==> config.mk <==
export PLATFORM = sky130hd
export DESIGN_NAME = command_fifo_param
export DESIGN_NICKNAME = d
export VERILOG_FILES = /design/src/rtl/command_fifo_param.sv
export SDC_FILE = /design/constraint.sdc
export NUM_CORES = 1
export LEC_CHECK = 0
export BUFFER_PORTS_ARGS = -buffer_cell sky130_fd_sc_hd__buf_2
export CAP_MARGIN = 30
export CORE_ASPECT_RATIO = 0.6
export CORE_MARGIN = 1.5
export CORE_UTILIZATION = 30
export CTS_CLUSTER_DIAMETER = 50
export DETAILED_ROUTE_END_ITERATION = 8
export PLACE_DENSITY = 0.45
export SYNTH_ARGS = -nofsm -noshare
export SYNTH_HDL_FRONTEND = slang
export SYNTH_SLANG_ARGS = --single-unit
==> constraint.sdc <==
create_clock -name clk -period 5.7 [get_ports clk]
set_input_delay 1.14 -clock clk [delete_from_list [all_inputs] [get_ports clk]]
set_output_delay 1.14 -clock clk [all_outputs]
set_load 0.01 [all_outputs]
==> src/rtl/command_fifo_param.sv <==
// Parametrised single-clock command FIFO with show-ahead read, occupancy count and almost flags.
// Optional sticky overflow/underflow flags are built only when COMMAND_FIFO_ERR_FLAGS_EN is defined.
module command_fifo_param #(
  parameter int WIDTH    = 32,
  parameter int DEPTH    = 8,
  parameter int AF_LEVEL = DEPTH - 1,
  parameter int AE_LEVEL = 1,
  localparam int ADDR    = $clog2(DEPTH)
) (
  input  logic             clk,
  input  logic             n_rst,
  input  logic             flush,
  input  logic             write_command,
  input  logic [WIDTH-1:0] write_data,
  input  logic             read_command,
  output logic [WIDTH-1:0] read_data,
  output logic             fifo_empty,
  output logic             fifo_full,
  output logic [ADDR:0]    count,
  output logic             almost_full,
  output logic             almost_empty,
  output logic             overflow,
  output logic             underflow
);

  localparam logic [ADDR-1:0] PTR_ZERO_C = ADDR'(0);
  localparam logic [ADDR-1:0] PTR_ONE_C  = ADDR'(1);
  localparam logic [ADDR:0]   CNT_ZERO_C = (ADDR + 1)'(0);
  localparam logic [ADDR:0]   CNT_ONE_C  = (ADDR + 1)'(1);
  localparam logic [ADDR:0]   CNT_FULL_C = (ADDR + 1)'(DEPTH);
  localparam logic [ADDR:0]   AF_LVL_C   = (ADDR + 1)'(AF_LEVEL);
  localparam logic [ADDR:0]   AE_LVL_C   = (ADDR + 1)'(AE_LEVEL);

  logic [WIDTH-1:0] mem_r [DEPTH];
  logic [ADDR-1:0]  wptr_r;
  logic [ADDR-1:0]  rptr_r;
  logic [ADDR:0]    count_r;
  logic [ADDR:0]    count_nxt_s;
  logic             push_acc_s;
  logic             pop_acc_s;

  // Status decodes all derive from the registered occupancy.
  assign fifo_empty   = (count_r == CNT_ZERO_C);
  assign fifo_full    = (count_r == CNT_FULL_C);
  assign almost_full  = (count_r >= AF_LVL_C);
  assign almost_empty = (count_r <= AE_LVL_C);
  assign count        = count_r;

  // Accept decisions use current-cycle full/empty, so full+both pops only and empty+both pushes only.
  assign push_acc_s = write_command && !fifo_full && !flush;
  assign pop_acc_s  = read_command && !fifo_empty && !flush;

  // Next occupancy from accepted push/pop pair.
  always_comb begin
    count_nxt_s = count_r;
    case ({push_acc_s, pop_acc_s})
      2'b10:   count_nxt_s = count_r + CNT_ONE_C;
      2'b01:   count_nxt_s = count_r - CNT_ONE_C;
      default: count_nxt_s = count_r;
    endcase
  end

  // Show-ahead head word, forced to zero when empty so stale storage never leaks out.
  always_comb begin
    read_data = {WIDTH{1'b0}};
    if (fifo_empty) begin
      read_data = {WIDTH{1'b0}};
    end else begin
      read_data = mem_r[rptr_r];
    end
  end

  // Storage array; intentionally not reset.
  always_ff @(posedge clk) begin
    if (push_acc_s) begin
      mem_r[wptr_r] <= write_data;
    end
  end

  // Pointer and occupancy registers; flush clears them but leaves storage untouched.
  always_ff @(posedge clk or negedge n_rst) begin
    if (!n_rst) begin
      wptr_r  <= PTR_ZERO_C;
      rptr_r  <= PTR_ZERO_C;
      count_r <= CNT_ZERO_C;
    end else if (flush) begin
      wptr_r  <= PTR_ZERO_C;
      rptr_r  <= PTR_ZERO_C;
      count_r <= CNT_ZERO_C;
    end else begin
      if (push_acc_s) begin
        wptr_r <= wptr_r + PTR_ONE_C;
      end
      if (pop_acc_s) begin
        rptr_r <= rptr_r + PTR_ONE_C;
      end
      count_r <= count_nxt_s;
    end
  end

`ifdef COMMAND_FIFO_ERR_FLAGS_EN
  logic overflow_r;
  logic underflow_r;

  // Sticky error flags, cleared only by reset or flush.
  always_ff @(posedge clk or negedge n_rst) begin
    if (!n_rst) begin
      overflow_r  <= 1'b0;
      underflow_r <= 1'b0;
    end else if (flush) begin
      overflow_r  <= 1'b0;
      underflow_r <= 1'b0;
    end else begin
      if (write_command && fifo_full) begin
        overflow_r <= 1'b1;
      end
      if (read_command && fifo_empty) begin
        underflow_r <= 1'b1;
      end
    end
  end

  assign overflow  = overflow_r;
  assign underflow = underflow_r;
`else
  assign overflow  = 1'b0;
  assign underflow = 1'b0;
`endif

endmodule
## Yosys cells after proc, flatten, opt, wreduce, memory -nomap -nowiden

Memory sizes are Yosys's and may differ from the RTL's.
Index checks and enable logic that the tools add are counted.

| cells by class | value |
|---|---|
| $add $sub $neg | 4 |
| magnitude comparators | 2 |
| equality and inequality tests | 3 |
| mux-type cells | 9 |
| reduce and logical (&&, ||, !) cells | 11 |

Operators with widths:

| operator | count |
|---|---|
| $mux W32 | 1 |
| $mux W3 | 4 |
| $pmux W4 S2 | 1 |
| $add A3 B1 Y3 const B | 2 |
| $add A4 B1 Y4 const B | 1 |
| $eq A4 B4 Y1 const B | 1 |
| $ge A4 B3 Y1 const B | 1 |
| $le A4 B1 Y1 const B | 1 |
| $logic_and A1 B1 Y1 | 4 |
| $logic_not A4 Y1 | 1 |
| $mux W4 | 1 |
| $reduce_bool A2 Y1 | 2 |
| $sub A4 B1 Y4 const B | 1 |
| $logic_not A1 Y1 | 3 |
| $reduce_bool A3 Y1 | 1 |
| $eq A2 B1 Y1 const B | 1 |
| $eq A2 B2 Y1 const B | 1 |
| $mux W1 | 2 |

| storage, ports and cells | value |
|---|---|
| register bits after elaboration | 10 |
| memory bits (writable) | 256 |
| input port bits | 37 |
| output and inout port bits | 42 |
| word-level logic and storage cells | 33 |
| memories kept | 1 |

Memory list:

| memory | words | width | rd ports | clocked after Yosys merged registers in | write ports | line | source |
|---|---|---|---|---|---|---|---|
| mem_r | 8 | 32 | 1 | 0 | 1 | 34 | `logic [WIDTH-1:0] mem_r [DEPTH];` |

## Depth between registers and ports, before layout

Gate-level depths: netlist of the first run.

| depth | value |
|---|---|
| depth after elaboration | 7 |
| depth in mapped cells | 7 |

## Least setup slack after synthesis of the first run

Ideal clock, no wire load.

| timing | value |
|---|---|
| kind | input to register |
| start | in write_command |
| end | mem mem_r[0][0], enable pin |
| setup time | 461 ps |
| arrival | 4023 ps |
| data required time | 5239 ps |
| setup slack | 1216 ps |
| stages | 4 |
| path buffers | 1 |
| path through | buf_2 nand2_1 or3_1 nor3_1 |

| between the ends | value |
|---|---|
| cells in the longest elaborated chain, start to end | 4 |

RTL lines:

| what | line | source |
|---|---|---|
| start, declared | 13 | `input logic write_command,` |
| $logic_and A1 B1 Y1 (2 in series) | 50 | `assign push_acc_s = write_command && !fifo_full && !flush;` |
| $mux W1 | 75 | `if (push_acc_s) begin` |
| $mux W1 (implied by the code) | 76 | `mem_r[wptr_r] <= write_data;` |
| end, declared | 34 |  |

No other way between the ends.

## Worst setup path in the final report of the first run

| timing | value |
|---|---|
| start | reg rptr_r[0] |
| end | out read_data[23] |

| between the ends | value |
|---|---|
| cells in the longest elaborated chain, start to end | 2 |

RTL lines:

| what | line | source |
|---|---|---|
| start, declared | 36 | `logic [ADDR-1:0] rptr_r;` |
| start signal, assigned | 95 | `rptr_r <= rptr_r + PTR_ONE_C;` |
| $mem_v2 Z8 W32 | - |  |
| $mux W32 | 66 | `if (fifo_empty) begin` |
| end, declared | 16 | `output logic [WIDTH-1:0] read_data,` |

No other way between the ends.

==> PnR_summary.wiki, run 1 <==
{| class="wikitable"
! Metric !! Value
|-
| Drt total wl || roughly 23000 um
|-
| Y dimension of the die || 148 um
|-
| Worst path slowest cell || sky130_fd_sc_hd__mux4_2
|-
| Transition time at the pin with the least slew margin || roughly 960 ps
|-
| Result of the run || finished, final reports clean
|-
| Cell area after layout || 0.0124 mm2
|-
| Type of the worst setup path || reg -> out
|-
| Wire length per cell after detailed routing || 21.3 um
|-
| I/O Buffers || 76
|-
| Synthesis warning total || 0
|-
| Post-route fraction of the period consumed by the critical path || 68.2%
|-
| CTS HTree Levels || 1
|-
| Net count reported at finish || roughly 630
|-
| Placed standard-cell area || 0.0115 mm2
|-
| Final Critical Period || 3890 ps
|-
| Length in cells of the worst reg-to-reg path || 7
|-
| Depth of the critical timing path with buffers and inverters included || 6
|-
| Count of cells resized by post-cts repair || 0
|-
| Post-detail-place hpwl || approximately 13000 um
|-
| Final number of setup-violating endpoints || 0
|-
| Seq/Total Area, Yosys || 75.9%
|-
| Share of synthesized registers carrying an async set or reset || 3.76%
|-
| Antenna Violating Nets Remaining || 0
|-
| Number of search-and-repair iterations in the first detailed-routing pass || 5
|-
| Initial antenna violation count || 1
|-
| Leading register cell type out of synthesis || sky130_fd_sc_hd__edfxtp_1
|-
| Top Family by Delay on Critical Path || buffers and inverters
|-
| Final hold slack || around 450 ps
|-
| Core area || 0.0340 mm2
|-
| Area growth from synthesis to layout || 18.8%
|-
| Areal power density over the cells || 423 mW/mm2
|-
| Maximum net fanout on the critical path || 37
|-
| Maximum vdd drop || 0.232 mV
|-
| Sort of element at the start of the critical path || flop
|-
| CTS tree || done
|-
| Number of hold buffers added after cts || 0
|-
| Setup crit end kind || output pin
|-
| Largest incremental delay on the critical path || between 500 and 600 ps
|-
| Leakage || between 3 and 4 nW
|-
| Pin count of the biggest net entering global routing || 50
|-
| Starting Density || 30.7%
|-
| I/O Pins || 79
|-
| Clock input transition at the sequential cells of the worst setup and hold paths || 60 ps
|-
| Global-route wire length before repair || 34400 um
|-
| Detailed router's first-iteration violation count || 263
|-
| Std cell rows || 52
|-
| Tot Pwr || 5.26 mW
|-
| Post-route DRC violation count || 0
|-
| Last weighted congestion value of the routability-driven placer || 0.689
|-
| Floorplan die width || 244 um
|-
| Post-CTS setup repair buffer count || 0
|-
| Worst min-delay path category || in -> async
|-
| Combined buffer and inverter count along the critical path || 3
|-
| Count of flip-flops with a built-in enable after synthesis || approximately 260
|-
| Die outline area || 0.0360 mm2
|-
| Count of clock tree sinks || 266
|-
| CTS buffer count || 28
|-
| Via count || 4941
|-
| Number of unique standard cell types used by synthesis || 36
|-
| Number of standard cells after synthesis || 492
|-
| Netlist area before placement || 0.0105 mm2
|-
| Number of failing hold endpoints at the final stage || 0
|-
| Sum of overflow across all layers after global routing || 0
|-
| Via count of the first global-routing pass || 5395
|-
| Maximum clock rate || 257 MHz
|-
| Critical Path RT || 4560 ps
|-
| Number of buffers on the longest clock path || 3
|-
| Layout cells sized above 1 || 35.5%
|-
| Unrepaired setup endpoints after global routing || no
|-
| Mean instance size in the synthesized netlist || 21.3 um2
|-
| Post-Route Skew || 8.72 ps
|-
| Skew-Pair Late Insertion Delay || 540 ps
|-
| Worst-path cell chain || buf_16, buf_4, mux4_2, mux2i_1, nor2_1, buf_2
|-
| Yosys reg bits || 266
|-
| Number of filler cells placed in the layout || 3190
|-
| Setup TNS after final layout || 0 ps
|-
| Arrival time reported for the critical path endpoint || between 2000 and 3000 ps
|-
| Max-Slew Margin vs Limit || 35.9%
|-
| Number of max-cap violations || 0
|-
| Number of slew-limit violations in the final report || 0
|-
| Cell chosen for the clock root || sky130_fd_sc_hd__clkbuf_16
|-
| Global routing usage summed across all routing layers || 13.0%
|-
| Routed vias/inst || 4.61
|}
==> cells by family (layout without fill, tap and decap cells) <==
logic type               Yosys count  after routing  share of synthesized area [%]
XOR/XNOR                           6              6                          0.503
multiplexers                      99             99                           17.2
buffers and inverters             30            149                           1.60
AO/OA/AOI/OAI                     13             13                           1.03
adder cells (fa/ha/maj)            5              5                          0.598
other                              1              3                         0.0359
AND/OR/NAND/NOR                   72             72                           3.15
flip-flops                       266            266                           75.9
==> worst register-to-register path, stage by stage (launching register included) <==
cell,delay (ps)
sky130_fd_sc_hd__dfrtp_1,430
sky130_fd_sc_hd__inv_1,100
sky130_fd_sc_hd__ha_1,300
sky130_fd_sc_hd__nand3b_1,210
sky130_fd_sc_hd__nand2_1,140
sky130_fd_sc_hd__or3_1,490
sky130_fd_sc_hd__nor2_4,750
sky130_fd_sc_hd__buf_4,400
==> final cells by class <==
class | instances | area, um2 | share of cell area, %
Antenna cell | 1 | 2.50 | 0.0201
Timing Repair Buffer | 94 | 581 | 4.67
Clock buffer | 34 | 744 | 5.99
Inverter | 3 | 11.3 | 0.0907
Tap cell | 459 | 574 | 4.62
Sequential cell | 266 | 7950 | 64.0
Multi-Input combinational cell | 197 | 2410 | 19.4
Clock inverter | 18 | 151 | 1.22
==> layout by cell type (no fill, tap or decap), drive strengths merged, types with 3 or more instances in the layout <==
cell / instances
nand2: 5
buf: 94
mux2i: 33
dfrtp: 10
edfxtp: 256
xor2: 5
clkbuf: 34
inv: 5
nand2b: 4
a21oi: 4
nand3: 4
clkinv: 13
nor3: 3
mux4: 64
nor2: 49
ha: 5
==> synth_stat cells (all sizes together), types with 3 or more instances <==
library cell / instances / share of area [%]
clkbuf: 7 / 0.25
ha: 5 / 0.60
dfrtp: 10 / 2.4
edfxtp: 256 / 74
nand2: 5 / 0.18
nor2: 49 / 1.8
mux2i: 33 / 3.2
nor3: 3 / 0.14
nand2b: 4 / 0.31
inv: 3 / 0.11
buf: 20 / 1.2
mux4: 64 / 14
xor2: 5 / 0.42
a21oi: 4 / 0.23
nand3: 4 / 0.19
==> power breakdown <==
group | total (mW) | internal, mW | switching (mW)
combinational | 1.23 | 0.576 | 0.656
clock | 1.77 | 1.02 | 0.748
sequential | 2.26 | 2.20 | 0.0568
total | 5.26 | 3.80 | 1.46
==> worst paths after layout <==
| path | endpoint | slack [ps] | start |
|---|---|---|---|
| setup / recovery | read_data[23] | 1810 | rptr_r[0] |
| hold / removal | rptr_r[0] | 450 | n_rst |
| setup reg to reg | mem_r[4][19] | 2570 | count[0] |
| hold reg to reg | wptr_r[0] | 630 | wptr_r[0] |
| max in group asynchronous | rptr_r[1] | 5020 | n_rst |
| min in group clk | wptr_r[0] | 630 | wptr_r[0] |
==> per-layer routing <==
metal	part of all wire (%)	wire length, um	track usage (%)
met3	3.9	896	2.76
met1	45	10400	17.4
met2	49	11200	22.0
met5	0	0	0
met4	1.9	430	2.69
==> state kept, by name, indices dropped and copies added (netlist names) <==
register / count
count: 4
mem_r: 256
rptr_r: 3
wptr_r: 3
==> metrics by stage <==
step	util, %	worst slack (ps)	cells
global route	36.5	1620	1071
finish	36.5	1810	1072
floorplan	-	1220	493
detailed placement	33.7	2040	1017
CTS	36.4	1440	1069
global placement	33.6	2020	1015
Power figures use the tool's default switching activity.
==> inputs of run 2 (changes only) <==
ABC_AREA = 1   (was default)
PLACE_DENSITY = 0.44   (was 0.45)
clock period = 3.6 ns   (was 5.7 ns; I/O delays follow)
==> run 2 against run 1 <==
Compared with the run above:
- final cell count increased by 33%
- register-to-register slack worse by 1700 ps
- routed wire length up 15%
- global-route usage is 1.2 points higher
- clock power is 53% higher
- the flow now finishes with violations (design-rule violations)
- combinational power up 98%
- non-clock buffer count rose by 2
- largest cell class unchanged
- sequential cell count unchanged
==> PnR_summary.wiki, run 2 <==
{| class="wikitable"
! Metric !! Value
|-
| Post-route fraction of the period consumed by the critical path || 87.9%
|-
| Top register by number of flip-flops || mem_r (unchanged)
|-
| Yosys reg bits || 266 (unchanged)
|-
| Pin count of the biggest net entering global routing || 132 (was 50)
|-
| Global-route met3 utilization || 2.87% (was 2.76%)
|-
| Drt total wl || 26300 um (was 22900 um)
|-
| Global routing's busiest layer || met2 (unchanged)
|-
| Mean instance size in the synthesized netlist || 12.5 um2 (was 21.3 um2)
|-
| Arrival time reported for the critical path endpoint || 2450 ps (was 2750 ps)
|-
| CTS HTree Levels || 1 (unchanged)
|-
| Netlist area before placement || 0.0108 mm2 (was 0.0105 mm2)
|-
| Global-route wire length before repair || 40400 um (was 34400 um)
|-
| Top post-synthesis cells by area || sky130_fd_sc_hd__edfxtp_1 (71%), sky130_fd_sc_hd__nor2_1 (8.2%), sky130_fd_sc_hd__o21ai_0 (3.6%) (was sky130_fd_sc_hd__edfxtp_1 (74%), sky130_fd_sc_hd__mux4_2 (14%), sky130_fd_sc_hd__mux2i_1 (3.2%))
|-
| Core area || 0.0353 mm2 (was 0.0340 mm2)
|-
| Sum of overflow across all layers after global routing || 0 (unchanged)
|-
| Pre-CTS setup slack || 866 ps (was 2040 ps)
|-
| Cell area after layout || 0.0127 mm2 (was 0.0124 mm2)
|-
| Floorplan die width || 248 um (was 244 um)
|-
| Most repeated cell in the gate-level netlist after synthesis || sky130_fd_sc_hd__edfxtp_1 (unchanged)
|-
| I/O Buffers || 76 (unchanged)
|-
| Areal power density over the cells || 687 mW/mm2 (was 423 mW/mm2)
|-
| Number of failing hold endpoints at the final stage || 0 (unchanged)
|-
| Clock input transition at the sequential cells of the worst setup and hold paths || 60 ps (about the same)
|-
| Area fraction of the dominant cell type after synthesis || 70.9% (was 73.5%)
|-
| Synthesis warning total || 0 (unchanged)
|-
| Met2 Use GR || 22.0% (about the same)
|-
| Leading cell types in the layout, fill and taps excluded || sky130_fd_sc_hd__edfxtp_1 (256), sky130_fd_sc_hd__nor2_1 (228), sky130_fd_sc_hd__o21ai_0 (78) (was sky130_fd_sc_hd__edfxtp_1 (256), sky130_fd_sc_hd__buf_2 (76), sky130_fd_sc_hd__mux4_2 (64))
|-
| CTS tree || done (unchanged)
|-
| Final number of setup-violating endpoints || 0 (unchanged)
|-
| Count of clock tree sinks || 266 (unchanged)
|-
| Post-Route Skew || 9.90 ps (was 8.72 ps)
|-
| Routed vias/inst || 4.69 (was 4.61)
|-
| Length in cells of the worst reg-to-reg path || 8 (was 7)
|-
| Leading register cell type out of synthesis || sky130_fd_sc_hd__edfxtp_1 (unchanged)
|-
| Y dimension of the die || 150 um (was 148 um)
|-
| Worst-case setup margin in the final layout || 434 ps (was 1810 ps)
|-
| Transition time at the pin with the least slew margin || 734 ps (was 959 ps)
|-
| Critical Path RT || 2880 ps (was 4560 ps)
|-
| Cell internal pwr || 5.78 mW (was 3.80 mW)
|-
| Final hold slack || 39.9 ps (was 451 ps)
|-
| Post-detail-place hpwl || 15500 um (was 13300 um)
|-
| Unrepaired setup endpoints after global routing || no (unchanged)
|-
| Grt met1 use || 20.6% (was 17.4%)
|-
| Number of buffers on the longest clock path || 3 (unchanged)
|-
| Number of flip-flops under the largest register name || 256 (unchanged)
|-
| Global routing usage summed across all routing layers || 14.2% (was 13.0%)
|-
| Seq/Total Area, Yosys || 73.2% (was 75.9%)
|-
| Maximum vdd drop || 0.347 mV (was 0.232 mV)
|-
| Crit path top cell by count || sky130_fd_sc_hd__nor2_1
|-
| Share of power burned in combinational logic || 28.0% (was 23.4%)
|-
| I/O Pins || 79 (unchanged)
|-
| Number of max-cap violations || 0 (unchanged)
|-
| Sequential Power Share || 40.9% (was 42.9%)
|-
| Number of search-and-repair iterations in the first detailed-routing pass || 6 (was 5)
|-
| Result of the run || complete, but fails checks (was finished, final reports clean)
|-
| Max-Slew Margin vs Limit || 51.1% (was 35.9%)
|-
| Std cell rows || 53 (was 52)
|-
| Starting Density || 30.7% (about the same)
|-
| Type of the worst setup path || reg -> out (unchanged)
|-
| Violated checks || design-rule violations
|-
| Setup TNS after final layout || 0 ps (unchanged)
|-
| Switching portion of total power || 33.5% (was 27.8%)
|-
| Placed standard-cell area || 0.0118 mm2 (was 0.0115 mm2)
|-
| Worst path slowest cell || sky130_fd_sc_hd__dfrtp_4 (was sky130_fd_sc_hd__mux4_2)
|-
| Share of the core filled with cells in the final layout || 35.9% (was 36.5%)
|-
| Commonest cells post-synth || sky130_fd_sc_hd__edfxtp_1 (256), sky130_fd_sc_hd__nor2_1 (236), sky130_fd_sc_hd__o21ai_0 (78) (was sky130_fd_sc_hd__edfxtp_1 (256), sky130_fd_sc_hd__mux4_2 (64), sky130_fd_sc_hd__nor2_1 (49))
|-
| Leakage || 4.40 nW (was 4.00 nW)
|-
| Antenna Violating Nets Remaining || 0 (unchanged)
|-
| Cell chosen for the clock root || sky130_fd_sc_hd__clkbuf_16 (unchanged)
|-
| Sort of element at the start of the critical path || flop (unchanged)
|-
| Clock Power Share || 31.1% (was 33.7%)
|-
| Count of flip-flops with a built-in enable after synthesis || 256 (unchanged)
|-
| Most common cell after layout, fill and taps aside || sky130_fd_sc_hd__edfxtp_1 (unchanged)
|-
| Share of synthesized registers carrying an async set or reset || 3.76% (unchanged)
|-
| Layout cells sized above 1 || 16.5% (was 35.5%)
|-
| Via count || 6681 (was 4941)
|-
| Number of slew-limit violations in the final report || 0 (unchanged)
|-
| Via count of the first global-routing pass || 6511 (was 5395)
|-
| Initial antenna violation count || 1 (unchanged)
|-
| Final Critical Period || 3170 ps
|-
| Setup crit end kind || output pin (unchanged)
|-
| Skew-Pair Late Insertion Delay || 540 ps (about the same)
|-
| Cell type with the highest aggregate area in the netlist || sky130_fd_sc_hd__edfxtp_1 (unchanged)
|-
| Worst-path cell chain || buf_12, o21ai_0, o22ai_1, nor2_1, nor2_1, buf_2 (was buf_16, buf_4, mux4_2, mux2i_1, nor2_1, buf_2)
|-
| Area growth from synthesis to layout || 16.7% (was 18.8%)
|-
| Number of standard cells after synthesis || 868 (was 492)
|-
| Number of unique standard cell types used by synthesis || 31 (was 36)
|-
| CTS buffer count || 27 (was 28)
|-
| Detailed router's first-iteration violation count || 476 (was 263)
|-
| Post-route DRC violation count || 8 (was 0)
|-
| Die outline area || 0.0373 mm2 (was 0.0360 mm2)
|-
| Number of hold buffers added after cts || 0 (unchanged)
|-
| Last weighted congestion value of the routability-driven placer || 0.757 (was 0.689)
|-
| Net count reported at finish || 981 (was 632)
|-
| Maximum clock rate || 316 MHz
|-
| Switching pwr || 2.92 mW (was 1.46 mW)
|-
| Wire length per cell after detailed routing || 18.5 um (was 21.3 um)
|-
| Post-CTS setup repair buffer count || 0 (unchanged)
|-
| Worst min-delay path category || in -> async (unchanged)
|-
| Count of cells resized by post-cts repair || 0 (unchanged)
|-
| Largest incremental delay on the critical path || 440 ps (was 560 ps)
|-
| Maximum net fanout on the critical path || 131 (was 37)
|}
-- run 2: worst max-delay path, delay by kind of cell, from the launching register on --
family / cells / cell delay (ps)
AO/OA/AOI/OAI: 2 / 470
buffers and inverters: 2 / 580
flip-flops: 1 / 440
AND/OR/NAND/NOR: 2 / 270
-- run 2: final timing paths --
path | start | end | slack, ps
setup / recovery | rptr_r[0] | read_data[0] | 430
hold / removal | n_rst | count[2] | 40
setup reg to reg | count[0] | mem_r[7][20] | 880
hold reg to reg | count[1] | count[1] | 600
max in group asynchronous | n_rst | rptr_r[0] | 3330
min in group clk | write_data[13] | mem_r[7][13] | 460
-- run 2: cell type report --
type	instances	area (um2)
Multi-Input combinational cell	531	2570
Inverter	17	66.3
Tap cell	467	584
Timing Repair Buffer	96	656
Sequential cell	266	7940
Clock buffer	32	694
Clock inverter	16	138
Fill cell	3476	22600
Antenna cell	1	2.50
-- run 2: per-stage QoR --
step                      cells  total power [mW]
after global routing       1425              9.21
after floorplan             869              5.26
after global placement     1377              6.11
final                      1426              8.70
after CTS                  1425              8.84
after detailed placement   1377              6.12
-- run 2: routing by layer --
layer | vias up | part of all wire [%]
met1 | 3266 | 50
met3 | 42 | 4.1
li1 | 3256 | -
met4 | 0 | 1.7
met2 | 117 | 44
met5 | - | 0
-- run 2: logic make-up (layout without fill, tap and decap cells) --
logic type,count (synthesis),in the layout,synth area share [%]
AND/OR/NAND/NOR,317,317,11.6
flip-flops,266,266,73.2
AO/OA/AOI/OAI,204,204,10.7
buffers and inverters,72,161,3.65
adder cells (fa/ha/maj),5,5,0.577
XOR/XNOR,3,3,0.242
other,1,3,0.0346
-- run 2: power groups by stage --
stage	registers, mW	clock network, mW	logic, mW
floorplan	3.59	0	1.67
global placement	3.62	0	2.49
detailed placement	3.63	0	2.49
CTS	3.56	2.78	2.50
global route	3.57	2.90	2.73
finish	3.56	2.70	2.43
